==> src/rtl/seq_mult_8.sv <==
`default_nettype none
// ============================================================================
// Module   : seq_mult_8
// Purpose  : N-bit unsigned shift-and-add multiplier. It takes one multiplier
//            bit per RUN cycle and produces a 2N-bit product.
// Options  : SEQ_MULT_EARLY_EXIT_EN - leave RUN as soon as no multiplier bits
//            remain.
// Revision : 1.0 - initial release
// ============================================================================
module seq_mult_8 #(
    parameter int N = 8
) (
    input  logic             clk,
    input  logic             rst,
    input  logic             start,
    input  logic [N-1:0]     A,
    input  logic [N-1:0]     B,
    output logic [2*N-1:0]   PRODUCT,
    output logic             busy,
    output logic             done
);

    localparam int CNT_W = (N > 1) ? $clog2(N) : 1;
    localparam logic [CNT_W-1:0] C_CNT_LAST = CNT_W'(N - 1);

    typedef enum logic [1:0] {
        S_IDLE = 2'd0,
        S_RUN  = 2'd1,
        S_DONE = 2'd2
    } state_t;

    state_t             state_q;
    logic [2*N-1:0]     mcand_q;
    logic [2*N-1:0]     acc_q;
    logic [2*N-1:0]     product_q;
    logic [N-1:0]       mult_q;
    logic [CNT_W-1:0]   cnt_q;
    logic               busy_q;
    logic               done_q;

    logic [2*N-1:0]     addend_d;
    logic [2*N-1:0]     sum_d;
    logic               carry_d;
    logic               early_d;

    // Ripple-carry accumulate. The product fits in 2N bits, so the carry-out is never set.
    always_comb begin
        addend_d = mult_q[0] ? mcand_q : '0;
        sum_d    = '0;
        carry_d  = 1'b0;
        for (int i = 0; i < 2*N; i++) begin
            sum_d[i] = acc_q[i] ^ addend_d[i] ^ carry_d;
            carry_d  = (acc_q[i] & addend_d[i]) | (carry_d & (acc_q[i] ^ addend_d[i]));
        end
    end

    always_comb begin
`ifdef SEQ_MULT_EARLY_EXIT_EN
        early_d = (mult_q == '0);
`else
        early_d = 1'b0;
`endif
    end

    always_ff @(posedge clk) begin
        if (rst) begin
            state_q   <= S_IDLE;
            mcand_q   <= '0;
            acc_q     <= '0;
            product_q <= '0;
            mult_q    <= '0;
            cnt_q     <= '0;
            busy_q    <= 1'b0;
            done_q    <= 1'b0;
        end else begin
            case (state_q)
                S_IDLE: begin
                    if (start) begin
                        mcand_q <= {{N{1'b0}}, A};
                        mult_q  <= B;
                        acc_q   <= '0;
                        cnt_q   <= '0;
                        busy_q  <= 1'b1;
                        state_q <= S_RUN;
                    end
                end
                S_RUN: begin
                    if (early_d) begin
                        product_q <= acc_q;
                        done_q    <= 1'b1;
                        state_q   <= S_DONE;
                    end else begin
                        acc_q   <= sum_d;
                        mcand_q <= mcand_q << 1;
                        mult_q  <= mult_q >> 1;
                        cnt_q   <= cnt_q + 1'b1;
                        // The last step still adds, so the product is taken from the adder output.
                        if (cnt_q == C_CNT_LAST) begin
                            product_q <= sum_d;
                            done_q    <= 1'b1;
                            state_q   <= S_DONE;
                        end
                    end
                end
                S_DONE: begin
                    done_q  <= 1'b0;
                    busy_q  <= 1'b0;
                    state_q <= S_IDLE;
                end
                default: begin
                    done_q  <= 1'b0;
                    busy_q  <= 1'b0;
                    state_q <= S_IDLE;
                end
            endcase
        end
    end

    assign PRODUCT = product_q;
    assign busy    = busy_q;
    assign done    = done_q;

endmodule
`default_nettype wire

==> config.mk <==
export PLATFORM = sky130hd
export DESIGN_NAME = seq_mult_8
export DESIGN_NICKNAME = d
export VERILOG_FILES = /design/src/rtl/seq_mult_8.sv
export SDC_FILE = /design/constraint.sdc
export NUM_CORES = 1
export LEC_CHECK = 0
export CAP_MARGIN = 40
export CORE_UTILIZATION = 49
export DETAILED_ROUTE_END_ITERATION = 10
export GPL_TIMING_DRIVEN = 0
export PLACE_DENSITY_LB_ADDON = 0.05
export SYNTH_ARGS = -nofsm -noshare
export SYNTH_HDL_FRONTEND = slang
export SYNTH_SLANG_ARGS = --single-unit
==> constraint.sdc <==
create_clock -name clk -period 6.38 [get_ports clk]
set_input_delay 1.595 -clock clk [delete_from_list [all_inputs] [get_ports clk]]
set_output_delay 1.595 -clock clk [all_outputs]
set_load 0.01 [all_outputs]
==> results <==
-- path summary, 6_finish.rpt --
path                                 from         to  slack (ns)  depth (start not counted)
worst max-delay path            mult_q[0]  acc_q[15]        0.17                         22
worst min-delay path                 done       done        0.44                          2
worst max register to register  mult_q[0]  acc_q[15]        0.17                         22
worst min register to register       done       done        0.44                          2
-- through the flow --
step	utilization	total power, uW	hold slack (ns)	std cells	cell area [um^2]
final	0.639	856	0.440	413	3540
after global routing	0.639	895	0.480	413	3540
after CTS	0.637	866	0.444	413	3530
after detailed placement	0.592	505	0.434	396	3280
after global placement	0.592	505	0.429	396	3280
after floorplan	-	474	0.455	288	2830
-- layout make-up --
type                       instances  share of cell area
buffer                            24              0.0385
clock buffer                      13              0.0477
clock inverter                     3              0.0113
inverter                          16              0.0170
multi-input combinational        185               0.400
sequential                        63               0.357
tap                               72              0.0254
timing repair buffer              37               0.104
-- power groups by stage --
stage / Combinational [uW] / Sequential, uW / Clock, uW
CTS: 84.8 / 414 / 367
detailed placement: 82.8 / 422 / 0
global route: 93.7 / 415 / 386
global placement: 82.4 / 422 / 0
finish: 84.7 / 414 / 357
floorplan: 54.3 / 420 / 0
-- placed cells by master, fill, tap and decap left out, types with 2 or more instances in the layout --
| master | Yosys | final |
|---|---|---|
| nand2_1 | 38 | 38 |
| o2bb2ai_1 | 4 | 4 |
| dfxtp_1 | 63 | 62 |
| clkbuf_8 | 0 | 12 |
| clkbuf_1 | 10 | 10 |
| fa_2 | 0 | 13 |
| nor2_1 | 43 | 43 |
| o2bb2ai_2 | 9 | 9 |
| a22oi_1 | 15 | 15 |
| buf_2 | 10 | 10 |
| a22o_1 | 3 | 3 |
| buf_6 | 3 | 3 |
| inv_1 | 16 | 15 |
| and2_1 | 3 | 3 |
| nor2b_1 | 2 | 2 |
| a21oi_1 | 4 | 4 |
| a311oi_1 | 11 | 11 |
| a2bb2oi_1 | 12 | 12 |
| ha_1 | 3 | 3 |
| or3b_2 | 3 | 3 |
| nand2b_1 | 3 | 3 |
| nor3_1 | 4 | 4 |
| clkdlybuf4s50_1 | 0 | 36 |
| clkinv_2 | 0 | 2 |
-- critical path, cell delays in order (launching register included) --
cell and delay [ns]:
dfxtp_2 0.33, buf_8 0.12, and2_1 0.13, ha_1 0.13, inv_1 0.05, fa_2 0.35
fa_2 0.41, fa_2 0.35, fa_2 0.35, fa_2 0.35, fa_1 0.38, fa_2 0.35
fa_2 0.35, fa_2 0.34, fa_2 0.35, fa_2 0.35, fa_2 0.34, inv_2 0.07
fa_2 0.21, fa_2 0.20, a21bo_2 0.23, a211o_1 0.25, a31oi_1 0.13
-- layer usage --
metal,wire length (um),vias up,track usage
met5,0,-,0
met4,197,0,0.100
met3,268,14,0.0788
met2,2710,57,0.308
met1,2910,1047,0.292
li1,-,1083,-
-- sequential cells by signal, indices dropped and copies added, names as in the netlist --
signal,count
PRODUCT,16
acc_q,16
busy,1
cnt_q,3
done,1
mcand_q,16
mult_q,8
state_q,2
-- cell families (layout without fill, tap and decap cells) --
| family | count (synthesis) | count (layout) | synth area share |
|---|---|---|---|
| simple gates | 101 | 101 | 0.156 |
| compound gates | 65 | 65 | 0.208 |
| flops | 63 | 63 | 0.446 |
| buf+inv | 40 | 93 | 0.0655 |
| fa+ha+maj | 17 | 17 | 0.112 |
| xor+xnor | 1 | 1 | 0.00840 |
| mux | 1 | 1 | 0.00354 |
-- what timing repair did --
action	4_1_cts	5_1_grt
gates resized for setup	11	7
cloned	0	0
endpoints found under the setup margin	6	4
setup buffers	1	0
pin swaps	1	2
==> results.cfg <==
[logic_synthesis]
yosysWarningCount = 0
dominantRegCellSynth = dfxtp_1
synth-async-reset-ratio = 0
ys_ff_latch = 63
synth.cells.most_frequent = dfxtp_1, nor2_1, nand2_1, inv_1, a22oi_1
post-synth-top-count-cell = dfxtp_1
synth_top_cell_by_area = dfxtp_1
synthesis.area_um2 = 2830
top_cell_type_s_share_of_synthesized_area = 0.446
number_of_enable_flip_flop_cells_after_synthesis = 0
yosysUniqueCellTypes = 36
post_synth_inst_count = 288
syn-mean-instance-area_um2 = 9.82
ys_seq_area_frac = 0.446
net_count_of_the_mapped_netlist = 324
synthTopCellsByArea = dfxtp_1, fa_1, nor2_1, nand2_1, o2bb2ai_2

[placed_design]
buffer_ports.inserted = 36
dpl.hpwl_um = 4270
final_gp_congestion = 0.813
post-place-ws_ns = -0.351

[clock_network]
insertion_delay_ns = 0.34
cts-hold-fix-buffers = 0
worst_setup_hold_path_clk_slew_ns = 0.07
clock_path_buffers = 2
clock_sink_count = 63
cts_root_buffer = clkbuf_8
cts_buffers = 9
cts_tree = done
htreeDepth = 3

[setup_path]
worst_setup_path_end_kind = flip-flop
worstSetupPathType = reg -> reg
worst_ep_arrival_time_ns = 6.47
worst_ep_required_time_ns = 6.64
critical_path.startpoint_type = flip-flop
timing.critical_path.fanout_max = 10

[pwr]
power.internal_uw = 654
share_clk_of_total_power = 0.417
power.sequential.fraction = 0.484
vdd_ir_drop_max_mv = 0.190
comb_power_share = 0.099
power.density_cell_area_nw_per_um2 = 242
net-switching-power_uw = 202
power.switching_fraction = 0.236
p_leak_uw = 0.00125

[timing]
max_slew_violation_total_from_the_final_report = 0
achievable-frequency_mhz = 161
layout_min_cycle_time_ns = 6.21
totalNegativeSetupSlack_ns = 0
skew_ns = 0.00729
grt_setup_unrepaired = no
worst-slew-pin-transition_ns = 0.536
final_hold_viol_count = 0
postLayoutSetupSlackWorst_ns = 0.166
fin_crit_sh = 0.974
maxSlewHeadroom = 0.642
setup_viol = 0

[global_route]
via_count_of_the_first_global_routing_pass = 1980
initial_antenna_violation_count = 0
grt_max_degree = 11
grt_remaining_overflow = 0
grt_first_pass_wirelength_um = 9750
track_usage = 0.217

[worst_hold_path]
worstHoldPathType = reg -> reg

[die]
die_h_um = 78.0
fp-row-count = 27
die_area_um2 = 6080
dieWidth_um = 78.0
core_um2 = 5540
ports_placed_on_the_boundary = 37
floorplan.initialDensity = 0.511

[cells_and_area]
area.sequential_um2 = 1260
syn_to_final_growth_pct = 25.2
final_layout_size_suffix_gt1_frac = 0.179
fin_nets = 372
filler_cell_count = 482
multi_input_area_um2 = 1420
antenna_cells = 0

[drt]
final_antenna_net_count = 0
drt_pre_antenna_iters = 4
route.detailed.wl_per_inst_um = 14.7
post-route-drc-count = 0
first_iter_violations = 72
avgViaCountPerCell = 5.33
drt_wl_total_um = 6080
num_vias = 2201

[flow_run]
cap_viol_max_count = 0

[run_status]
outcome = finished, final reports clean
Power figures use the tool's default switching activity.
